**config.mk**
```make
export PLATFORM = sky130hd
export DESIGN_NAME = serial_add_arbiter_flat
export DESIGN_NICKNAME = d
export VERILOG_FILES = /design/src/rtl/serial_add_arbiter_if.sv /design/src/rtl/serial_add_arbiter.sv /design/src/flat_wrapper.sv
export SDC_FILE = /design/constraint.sdc
export NUM_CORES = 1
export LEC_CHECK = 0
export CAP_MARGIN = 25
export CORE_UTILIZATION = 46
export CTS_CLUSTER_SIZE = 10
export DETAILED_ROUTE_END_ITERATION = 6
export PLACE_DENSITY_LB_ADDON = 0.15
export SLEW_MARGIN = 20
export SYNTH_ARGS = -nofsm -noshare
export SYNTH_HDL_FRONTEND = slang
export SYNTH_SLANG_ARGS = --single-unit
```
**constraint.sdc**
```tcl
create_clock -name clk -period 2.2 [get_ports clk]
set_input_delay 0.55 -clock clk [delete_from_list [all_inputs] [get_ports clk]]
set_output_delay 0.55 -clock clk [all_outputs]
set_load 0.01 [all_outputs]
```
**src/rtl/serial_add_arbiter_if.sv**
```systemverilog
// Request/result bundle between parallel operand sources and the shared serial adder.
// SERIAL_ADD_ARB_SUB_EN adds the per-requester subtract select.
interface serial_add_arbiter_if #(
  parameter int WIDTH = 8,
  parameter int NREQ  = 4
);
  localparam int ID_W = $clog2(NREQ);

  logic [NREQ-1:0]       req;
  logic [NREQ*WIDTH-1:0] a_in;
  logic [NREQ*WIDTH-1:0] b_in;
`ifdef SERIAL_ADD_ARB_SUB_EN
  logic [NREQ-1:0]       sub;
`endif
  logic [NREQ-1:0]       gnt;
  logic                  busy;
  logic                  done;
  logic [ID_W-1:0]       done_id;
  logic [WIDTH-1:0]      sum;
  logic                  cout;

`ifdef SERIAL_ADD_ARB_SUB_EN
  modport master (output req, a_in, b_in, sub,
                  input  gnt, busy, done, done_id, sum, cout);
  modport slave  (input  req, a_in, b_in, sub,
                  output gnt, busy, done, done_id, sum, cout);
`else
  modport master (output req, a_in, b_in,
                  input  gnt, busy, done, done_id, sum, cout);
  modport slave  (input  req, a_in, b_in,
                  output gnt, busy, done, done_id, sum, cout);
`endif
endinterface

```
**src/rtl/serial_add_arbiter.sv**
```systemverilog
// Round-robin shared bit-serial adder: one full adder + carry flop serves NREQ sources.
// Optional macro SERIAL_ADD_ARB_SUB_EN enables per-request A-B via inverted B and carry-in 1.
module serial_add_arbiter #(
  parameter int WIDTH = 8,
  parameter int NREQ  = 4
) (
  input  logic                 clk,
  input  logic                 reset,
  serial_add_arbiter_if.slave  bus
);
  localparam int ID_W  = $clog2(NREQ);
  localparam int CNT_W = $clog2(WIDTH);

  typedef enum logic [1:0] {IDLE, SHIFT, DONE} state_e;

  state_e            state_q;
  logic [ID_W-1:0]   ptr_q, id_q;
  logic [WIDTH-1:0]  a_q, b_q, res_q;
  logic              carry_q;
  logic [CNT_W-1:0]  cnt_q;
  logic [NREQ-1:0]   gnt_q;
  logic              busy_q, done_q, cout_q;
  logic [ID_W-1:0]   done_id_q;
  logic [WIDTH-1:0]  sum_q;

  logic [ID_W-1:0]   win_idx;
  logic              win_vld;
  logic              sub_q, cin_d;
  logic              b_bit, sum_bit, carry_d;
  logic [WIDTH-1:0]  res_d;

`ifdef SERIAL_ADD_ARB_SUB_EN
  logic sub_d;
  assign sub_d = bus.sub[win_idx];
  assign cin_d = sub_d;
`else
  assign sub_q = 1'b0;
  assign cin_d = 1'b0;
`endif

  // Scan downward so the candidate closest to the pointer is written last and wins.
  always_comb begin
    win_vld = 1'b0;
    win_idx = '0;
    for (int k = NREQ-1; k >= 0; k--) begin
      int idx;
      idx = int'(ptr_q) + k;
      if (idx >= NREQ) idx = idx - NREQ;
      if (bus.req[idx]) begin
        win_vld = 1'b1;
        win_idx = ID_W'(idx);
      end
    end
  end

  always_comb begin
    b_bit   = b_q[0] ^ sub_q;
    sum_bit = a_q[0] ^ b_bit ^ carry_q;
    carry_d = (a_q[0] & b_bit) | (a_q[0] & carry_q) | (b_bit & carry_q);
    res_d   = {sum_bit, res_q[WIDTH-1:1]};
  end

  always_ff @(posedge clk or negedge reset) begin
    if (!reset) begin
      state_q   <= IDLE;
      ptr_q     <= '0;
      id_q      <= '0;
      a_q       <= '0;
      b_q       <= '0;
      res_q     <= '0;
      carry_q   <= 1'b0;
      cnt_q     <= '0;
      gnt_q     <= '0;
      busy_q    <= 1'b0;
      done_q    <= 1'b0;
      done_id_q <= '0;
      sum_q     <= '0;
      cout_q    <= 1'b0;
`ifdef SERIAL_ADD_ARB_SUB_EN
      sub_q     <= 1'b0;
`endif
    end else begin
      case (state_q)
        IDLE: begin
          if (win_vld) begin
            a_q     <= bus.a_in[win_idx*WIDTH +: WIDTH];
            b_q     <= bus.b_in[win_idx*WIDTH +: WIDTH];
            carry_q <= cin_d;
`ifdef SERIAL_ADD_ARB_SUB_EN
            sub_q   <= sub_d;
`endif
            gnt_q   <= NREQ'(1) << win_idx;
            id_q    <= win_idx;
            ptr_q   <= (win_idx == ID_W'(NREQ-1)) ? '0 : win_idx + ID_W'(1);
            busy_q  <= 1'b1;
            cnt_q   <= '0;
            state_q <= SHIFT;
          end
        end
        SHIFT: begin
          gnt_q   <= '0;
          a_q     <= a_q >> 1;
          b_q     <= b_q >> 1;
          carry_q <= carry_d;
          res_q   <= res_d;
          cnt_q   <= cnt_q + CNT_W'(1);
          // Last shift: publish the result on the same edge that completes it.
          if (cnt_q == CNT_W'(WIDTH-1)) begin
            done_q    <= 1'b1;
            sum_q     <= res_d;
            cout_q    <= carry_d;
            done_id_q <= id_q;
            state_q   <= DONE;
          end
        end
        DONE: begin
          done_q  <= 1'b0;
          busy_q  <= 1'b0;
          state_q <= IDLE;
        end
        default: state_q <= IDLE;
      endcase
    end
  end

  assign bus.gnt     = gnt_q;
  assign bus.busy    = busy_q;
  assign bus.done    = done_q;
  assign bus.done_id = done_id_q;
  assign bus.sum     = sum_q;
  assign bus.cout    = cout_q;
endmodule

```
**src/flat_wrapper.sv**
```systemverilog
// flat-port wrapper written by rule: the top's interface ports become plain ports
module serial_add_arbiter_flat 
#(
  parameter int WIDTH = 8,
  parameter int NREQ  = 4
)
  (clk, reset, bus_req, bus_a_in, bus_b_in, bus_gnt, bus_busy, bus_done, bus_done_id, bus_sum, bus_cout);
  serial_add_arbiter_if #(.WIDTH(WIDTH), .NREQ(NREQ)) bus_i ();
  input  logic clk;
  input  logic reset;
  input wire logic [$bits(bus_i.req)-1:0] bus_req;
  input wire logic [$bits(bus_i.a_in)-1:0] bus_a_in;
  input wire logic [$bits(bus_i.b_in)-1:0] bus_b_in;
  output wire logic [$bits(bus_i.gnt)-1:0] bus_gnt;
  output wire logic [$bits(bus_i.busy)-1:0] bus_busy;
  output wire logic [$bits(bus_i.done)-1:0] bus_done;
  output wire logic [$bits(bus_i.done_id)-1:0] bus_done_id;
  output wire logic [$bits(bus_i.sum)-1:0] bus_sum;
  output wire logic [$bits(bus_i.cout)-1:0] bus_cout;
  assign bus_i.req = bus_req;
  assign bus_i.a_in = bus_a_in;
  assign bus_i.b_in = bus_b_in;
  assign bus_gnt = bus_i.gnt;
  assign bus_busy = bus_i.busy;
  assign bus_done = bus_i.done;
  assign bus_done_id = bus_i.done_id;
  assign bus_sum = bus_i.sum;
  assign bus_cout = bus_i.cout;
  serial_add_arbiter #(.WIDTH(WIDTH), .NREQ(NREQ)) u_core (.clk(clk), .reset(reset), .bus(bus_i));
endmodule
```
# == After elaboration in Yosys (flattened, before gate mapping) ==
# Index checks and enable logic that the tools add are counted.
# totals
reg_bits,51
in_bits,70
out_inout_bits,17
elab_cells,99
# op_classes
add_sub_neg,9
n_lt_le_gt_ge,8
eq_ne,6
shift,3
muxes,42
bitwise,7
n_reduce_logical,10
# op_table
op,n
"32-bit by 4-bit < comparator with 1-bit output, second input constant",4
32-bit 2-to-1 mux,4
"32-bit by 4-bit >= comparator with 1-bit output, second input constant",3
"32-bit by 4-bit subtractor with 32-bit output, second input constant",3
32-bit by 6-bit indexed part select with 8-bit output,2
8-bit one-hot mux with 2 select lines,2
8-bit 2-to-1 mux,2
1-bit 2-to-1 mux,15
2-bit 2-to-1 mux,7
2-bit AND reduction,6
1-bit binary-select mux with 2-bit select,4
4-bit one-hot mux with 2 select lines,1
"2-bit by 2-bit adder with 3-bit output, second input constant",2
1-bit one-hot mux with 2 select lines,3
3-bit one-hot mux with 2 select lines,1
2-bit nonzero test,3
"2-bit == test, second input constant",2
4-bit 2-to-1 mux,1
"2-bit by 1-bit != test with 1-bit output, second input constant",2
2-bit one-hot mux with 2 select lines,1
"1-bit by 2-bit << shifter with 4-bit output, first input constant",1
"2-bit by 3-bit subtractor with 4-bit output, second input constant",1
"2-bit by 1-bit adder with 3-bit output, second input constant",1
"3-bit by 1-bit adder with 3-bit output, second input constant",1
other kinds (9),13

# == Depth between registers and ports, before layout ==
# Gate-level depths: netlist of run 1.
# depth
word_depth,13
ltp_mapped,8

# == Worst setup path after synthesis of run 1 ==
# No wires, ideal clock.
# synth_path
kind,input port to flip-flop
start,in bus_req[1]
end,reg u_core.a_q[4]
setup_ps,124
arrival_ps,1741
required_time_ps,2076
setup_slack_ps,335
cell_stages,7
cell_sequence,mux2_4 o221a_4 clkinv_4 buf_12 mux2i_1 o22ai_1 o21bai_2
# synth_via
elab_chain_len,10
elab_cells_between_ends,25
cone_classes,1 x eq/ne; 1 x shift; 22 x mux; 1 x reduce/logical
# synth_lines
item,line_no,rtl
start: declaration,flat_wrapper.sv:11,input wire logic [$bits(bus_i.req)-1:0] bus_req;
1-bit binary-select mux with 2-bit select,serial_add_arbiter.sv:49,if (bus.req[idx]) begin
1-bit 2-to-1 mux (not written as such) (2 in a row),serial_add_arbiter.sv:49,
2-bit 2-to-1 mux (3 in a row),serial_add_arbiter.sv:49,
2-bit 2-to-1 mux (*),serial_add_arbiter.sv:49,
named net u_core.win_idx[0],serial_add_arbiter.sv:26,logic [ID_W-1:0] win_idx;
32-bit by 6-bit indexed part select with 8-bit output (*),serial_add_arbiter.sv:86,a_q <= bus.a_in[win_idx*WIDTH +: WIDTH];
8-bit 2-to-1 mux (*),serial_add_arbiter.sv:85,if (win_vld) begin
8-bit one-hot mux with 2 select lines (*),serial_add_arbiter.sv:83,case (state_q)
end signal: assignment,serial_add_arbiter.sv:86,
end signal: assignment,serial_add_arbiter.sv:102,a_q <= a_q >> 1;
end: declaration,serial_add_arbiter.sv:18,"logic [WIDTH-1:0] a_q, b_q, res_q;"
# Mark *: on every way through the listed nets, which the timed path passes. The rest lies on a longest branch. The select of a mux whose other input is x is not followed.
# A chain may end at the register's enable or synchronous reset.

# == Worst setup path in the final report of run 1 ==
# layout_path
start,in bus_req[3]
end,reg u_core.b_q[5]
# layout_via
elab_chain_len,10
elab_cells_between_ends,25
cone_classes,1 x eq/ne; 1 x shift; 22 x mux; 1 x reduce/logical
# layout_lines
item,line_no,rtl
1-bit binary-select mux with 2-bit select,serial_add_arbiter.sv:49,
1-bit 2-to-1 mux (not written as such) (2 in a row),serial_add_arbiter.sv:49,
2-bit 2-to-1 mux (4 in a row),serial_add_arbiter.sv:49,
32-bit by 6-bit indexed part select with 8-bit output,serial_add_arbiter.sv:87,b_q <= bus.b_in[win_idx*WIDTH +: WIDTH];
8-bit 2-to-1 mux,serial_add_arbiter.sv:85,
8-bit one-hot mux with 2 select lines,serial_add_arbiter.sv:83,
end signal: assignment,serial_add_arbiter.sv:87,
end signal: assignment,serial_add_arbiter.sv:103,b_q <= b_q >> 1;
end: declaration,serial_add_arbiter.sv:18,
# Several ways; a longest one is shown, not always the timed one. The select of a mux whose other input is x is not followed.

==> flow_summary.ini, run 1 <==
[layout]
drive_gt1_share_pct = 16.9
fin_cells = 439
final_area_um2 = 3900
fillers = 478
area_growth_pct = 43.6
nets = 443
num_antenna_cells = 0
final_common_cell = clkdlybuf4s50_1
layout_common_cells = 83 x clkdlybuf4s50_1, 50 x dfrtp_1, 42 x nand2_1

[clock_network]
clk_pin_slew_ns = 0.10
cts_hold_buf = 0
cts-htree-levels = 2
cts_inserted_buffers = 5
cts.path.max_buffers = 2
post_cts_buffers = 0
clock_latency_ns = 0.31
cts.sinks = 50
cts-root-buf = clkbuf_8
cts_tree = built

[drt]
drt_pass1_iterations = 5
viasPerCell = 5.26
drt_wl_total_um = 6230
drtIter0Drc = 106
vias = 2311
drc_errors = 0
post_drt_wl_per_cell_um = 14.2
antenna_left = 0

[sta]
setup_ws_ns = 0.176
worst_clock_skew_ns = 0.00553
post-route-period-util_pct = 92.0
setup_viol = 0
rsz0062_at_grt = no
final-hold-violation-count = 0
relSlewSlack_pct = 65.7
worst_pin_slew_ns = 0.513
fmax_mhz = 494
drv_slew = 0
tns_ns = 0
finalCriticalPeriod_ns = 2.02

[synth]
ys_warn_count = 0
synth-simple-area-share_pct = 11.5
synth_area_leaders = dfrtp_1 46%, mux2i_1 12%, nand2_1 5.8%
synth-seq-cells = 50
syn_avg_cell_area_um2 = 10.4
synthDominantCellAreaShare_pct = 46.0
synth.area.mux_share_pct = 16.1
syn-num-nets = 339
ys_seq_area_share_pct = 46.0
postSynthCellCount = 262
synth-compound-area-share_pct = 17.0
synthXorXnorAreaFrac_pct = 0
synth_top_family_by_area = compound AO/OA/AOI/OAI gates
synthAdderAreaFrac_pct = 3.50
ys_types = 34
yosysTopAreaCell = dfrtp_1
synth_area_um2 = 2720

[setup_path]
cp-end-kind = flip-flop
cpLargestDelayFamily = buffers and inverters
required_ns = 2.41
critPathMaxStageDelay_ns = 0.50
critPathKind = in2reg
critical_path_buf_inv_count = 3
worstPathMaxFanout = 13
crit_slowest_cell = clkdlybuf4s50_1
startpoint_type = primary input
cp_cell_sequence = clkdlybuf4s50_1 -> nor4_2 -> buf_4 -> or3_1 -> buf_4 -> a21oi_1 -> o22ai_1 -> o21bai_2
critPathMostFrequentCell = buf_4
cp.arrival_ns = 2.23

[pwr]
peakVddDrop_mv = 0.574
p_total_w = 0.00463
p_leak_nw = 1.84
powerDensity_nw_per_um2 = 1190

[floorplanning]
dieArea_um2 = 6220
die_w_um = 78.9
io_pins = 87
start_util_pct = 48.5
die_h_um = 78.9
core-area_um2 = 5610
row_count = 27

[global_routing]
grt_start_max_net_pins = 29
grtUsageMet1_pct = 27.3
grt_pass1_vias = 2334
grt_pass1_wl_um = 10500
busiest_layer = met2
met2_usage_pct = 37.0
grtUsageMet3_pct = 4.02
grt_overflow = 0
antenna_found_initial = 0
grt_usage_pct = 21.6

[place]
place_inst = 431
dp_hpwl_um = 4690
place.gp.congestion = 0.810
dp_slack_ns = -0.350
placed_area_um2 = 3770
portBuffers = 86

[flow_run]
drv_cap = 0

[outcome]
status = finished, final reports clean

[worst_hold_path]
hp-class = in2async
==> stage by stage <==
step	util [%]	hold slack [ns]
2_1_floorplan	-	0.254
3_3_place_gp	67.2	0.457
3_5_place_dp	67.2	0.464
4_1_cts	69.4	0.173
5_1_grt	69.6	0.187
6_report	69.6	0.174
==> worst register-to-register path, delay by kind of cell (launching register included) <==
kind / cells / cell delay, ns
AOI/OAI and AO/OA: 2 / 0.36
adders and majority gates: 1 / 0.18
buffers and inverters: 1 / 0.15
DFF: 1 / 0.50
muxes: 1 / 0.34
and+or+nand+nor: 1 / 0.36
==> power breakdown <==
part | switching (W) | internal [W]
logic | 0.00111 | 0.00127
clock network | 0.000326 | 0.000345
registers | 0.000257 | 0.00133
total | 0.00169 | 0.00294
==> cell families (layout without fill, tap and decap cells) <==
group | count (synthesis) | after routing
buf+inv | 25 | 130
flops | 50 | 50
fa+ha+maj | 7 | 7
mux | 42 | 42
simple gates | 72 | 72
compound gates | 66 | 66
==> what timing repair did <==
action / in CTS / in global routing
gates resized for setup: 1 / 3
endpoints found under the setup margin: 2 / 15
hold endpoints to repair: 0 / 0
==> flip-flops by register name (all words and copies together), names as in the netlist <==
name and cells:
u_core.a_q 8, u_core.b_q 8, u_core.bus.busy 1, u_core.bus.cout 1
u_core.bus.done 1, u_core.bus.done_id 2, u_core.bus.gnt 4, u_core.bus.sum 8
u_core.carry_q 1, u_core.cnt_q 3, u_core.id_q 2, u_core.ptr_q 2
u_core.res_q 7, u_core.state_q 2
==> cell usage after synthesis <==
cell	instances
o21ai_1	2
o21bai_2	10
o221a_4	1
o21a_1	2
clkbuf_1	6
o2bb2ai_1	1
o22a_1	1
or3b_1	1
nor3_4	1
fa_1	1
nand3_1	8
o21bai_1	4
dfrtp_1	50
o21ai_0	10
buf_2	2
inv_1	9
mux2_4	1
ha_1	6
mux2i_1	32
clkbuf_4	1
nand2_1	42
o221ai_2	1
buf_6	2
buf_12	2
or3_1	2
a21oi_1	18
clkinv_4	1
o22ai_1	14
nor4_2	1
nor2_1	17
a21boi_1	1
mux2_2	9
a21o_1	1
buf_4	2
==> routing by layer <==
layer	wire length [um]	share of wire, %
met3	292	4.7
met1	2700	43
met4	97	1.6
met2	3140	50
met5	0	0
==> layout make-up <==
type | instances | area, um2 | share of cell area, %
clock buffer | 5 | 68.8 | 1.76
sequential | 50 | 1250 | 32.1
clock inverter | 3 | 47.5 | 1.22
timing repair buffer | 112 | 1080 | 27.7
inverter | 10 | 50.0 | 1.28
tap | 72 | 90.1 | 2.31
multi-input combinational | 187 | 1310 | 33.6
==> worst paths after layout <==
check                                        endpoint  depth (start not counted)       startpoint  slack [ns]
worst min-delay path            u_core.bus.done_id[0]                          1            reset        0.17
min in group clk                      u_core.res_q[1]                          2  u_core.res_q[1]        0.48
max in group asynchronous             u_core.bus.cout                          2            reset        1.38
worst max register to register        u_core.ptr_q[0]                          6  u_core.ptr_q[1]        0.23
worst max-delay path                    u_core.b_q[5]                          8       bus_req[3]        0.18
worst min register to register        u_core.res_q[1]                          2  u_core.res_q[1]        0.48
No activity file was read; power rests on OpenSTA's default activity.
==> run 2: changes to the inputs <==
--- a/config.mk
+++ b/config.mk
@@ -10,6 +10,7 @@
 export CTS_CLUSTER_SIZE = 10
 export DETAILED_ROUTE_END_ITERATION = 6
 export PLACE_DENSITY_LB_ADDON = 0.15
+export SETUP_SLACK_MARGIN = 0.02
 export SLEW_MARGIN = 20
 export SYNTH_ARGS = -nofsm -noshare
 export SYNTH_HDL_FRONTEND = slang
==> run 2 against run 1 <==
  * Register-to-register slack about the same
  * Sequential cell count did not move
  * Worst hold slack about the same
  * Sequential share of layout area barely moved
  * First-iteration DRC count stayed put
  * Worst setup slack worse by 0.0010 ns
  * Die area is the same
  * Design area about the same
  * Count of clock-buffer cells in the layout is the same
  * Wire length about the same
  * Core utilization is 0.067 points lower
  * Via count did not move
  * Critical path type unchanged
  * Largest cell class unchanged
  * Largest power group unchanged
==> flow_summary.ini, run 2 (synthesis gave the netlist of run 1 again) <==
[outcome]
status = finished, final reports clean

[sta]
final-hold-violation-count = 0
rsz0062_at_grt = no
whs_ns = 0.174
setup_viol = 0
relSlewSlack_pct = 65.7
setup_ws_ns = 0.175
post-route-period-util_pct = 92.0
worst_pin_slew_ns = 0.513
worst_clock_skew_ns = 0.00554
drv_slew = 0
finalCriticalPeriod_ns = 2.02
fmax_mhz = 494

[setup_path]
cp_cell_sequence = clkdlybuf4s50_1 -> nor4_2 -> buf_4 -> or3_1 -> buf_4 -> a21oi_1 -> o22ai_1 -> o21bai_2
startpoint_type = primary input
cp.arrival_ns = 2.23
required_ns = 2.41
r2r_setup_slack_ns = 0.23
worstPathMaxFanout = 13
cp-end-kind = flip-flop
critPathKind = in2reg
r2r-start = u_core.ptr_q[1]
critPathMaxStageDelay_ns = 0.50
crit_slowest_cell = clkdlybuf4s50_1
critPathMostFrequentCell = buf_4
cp-startpoint = bus_req[3]

[floorplanning]
io_pins = 87
die_w_um = 78.9
die_h_um = 78.9
core-area_um2 = 5610
start_util_pct = 48.5
dieArea_um2 = 6220
row_count = 27

[layout]
num_antenna_cells = 0
fin_cells = 439
drive_gt1_share_pct = 16.9
final_area_um2 = 3900
fillers = 479
nets = 443
layout_common_cells = 83 x clkdlybuf4s50_1, 50 x dfrtp_1, 42 x nand2_1
final_common_cell = clkdlybuf4s50_1
regArea_um2 = 1250
multi_input_area_um2 = 1310
area_growth_pct = 43.4

[clock_network]
cts_inserted_buffers = 5
cts-htree-levels = 2
cts.sinks = 50
clk_pin_slew_ns = 0.10
cts.path.max_buffers = 2
cts-root-buf = clkbuf_8
cts_tree = built
clock_latency_ns = 0.31

[global_routing]
grt_pass1_vias = 2334
grt_usage_pct = 21.6
grt_start_max_net_pins = 29
grt_overflow = 0
antenna_found_initial = 0
grt_pass1_wl_um = 10500

[pwr]
p_leak_nw = 1.84
powerDensity_nw_per_um2 = 1190
pwr-share-clk_pct = 14.5
p_sw_w = 0.00169
peakVddDrop_mv = 0.574
combPwrFrac_pct = 51.2
internal-power_w = 0.00294
p_seq_share_pct = 34.3
swShare_pct = 36.5

[place]
dp_hpwl_um = 4690
dp_slack_ns = -0.350
place.gp.congestion = 0.810
placed_area_um2 = 3770
portBuffers = 86
place_inst = 431

[drt]
vias = 2311
drt_wl_total_um = 6230
drtIter0Drc = 106
antenna_left = 0
drt_pass1_iterations = 5
post_drt_wl_per_cell_um = 14.2
viasPerCell = 5.26
drc_errors = 0

[flow_run]
drv_cap = 0

[worst_hold_path]
hp-class = in2async
==> run 2: cell count changes in the layout (fill, tap and decap cells not counted), sizes merged <==
cell,change
dlymetal6s2s,-1
dlygate4sd2,+1
==> run 2: final timing paths <==
| path | endpoint | cells past startpoint |
|---|---|---|
| max | u_core.b_q[5] | 8 |
| min | u_core.bus.done_id[0] | 1 |
| max reg2reg | u_core.ptr_q[0] | 6 |
| min reg2reg | u_core.res_q[1] | 2 |
| max in group asynchronous | u_core.bus.cout | 2 |
| min in group clk | u_core.res_q[1] | 2 |
==> run 2: area by class of cell <==
class	count	area share (%)
Clock buffer	5	1.77
Sequential cell	50	32.1
Tap cell	72	2.31
Clock inverter	3	1.22
Multi-Input combinational cell	187	33.7
Timing Repair Buffer	112	27.6
Inverter	10	1.28
==> run 2: routing by layer <==
metal | vias up | wire length (um) | track usage [%]
li1 | 1131 | - | -
met1 | 1091 | 2710 | 27.3
met2 | 78 | 3140 | 37.0
met3 | 11 | 292 | 4.02
met4 | 0 | 97 | 7.27
met5 | - | 0 | 0
==> run 2: critical path, delay by kind of cell <==
kind            cells  cell delay, ns
simple gates        2            0.39
compound gates      3            0.43
buf+inv             3            0.85
==> run 2: power groups by stage <==
stage / Clock (W) / Combinational [W] / Sequential (W)
5_1_grt: 0.000725 / 0.00261 / 0.00165
3_5_place_dp: 0 / 0.00237 / 0.00161
6_report: 0.000671 / 0.00237 / 0.00159
3_3_place_gp: 0 / 0.00232 / 0.00159
2_1_floorplan: 0 / 0.00155 / 0.00159
4_1_cts: 0.000690 / 0.00239 / 0.00159
==> run 2: per-stage QoR <==
step           util, %  TNS, ns  total power [W]
6_report          69.5        0          0.00463
3_5_place_dp      67.2    -6.30          0.00398
2_1_floorplan        -        0          0.00314
3_3_place_gp      67.2    -5.11          0.00391
5_1_grt           69.5        0          0.00499
4_1_cts           69.4        0          0.00467
==> run 2: timing repair <==
action	CTS	global route
buffers inserted	0	0
endpoints found under the hold margin	0	0
resized for setup	2	2
hold buffers	0	0
pin swaps	0	0
setup endpoints to repair	7	15
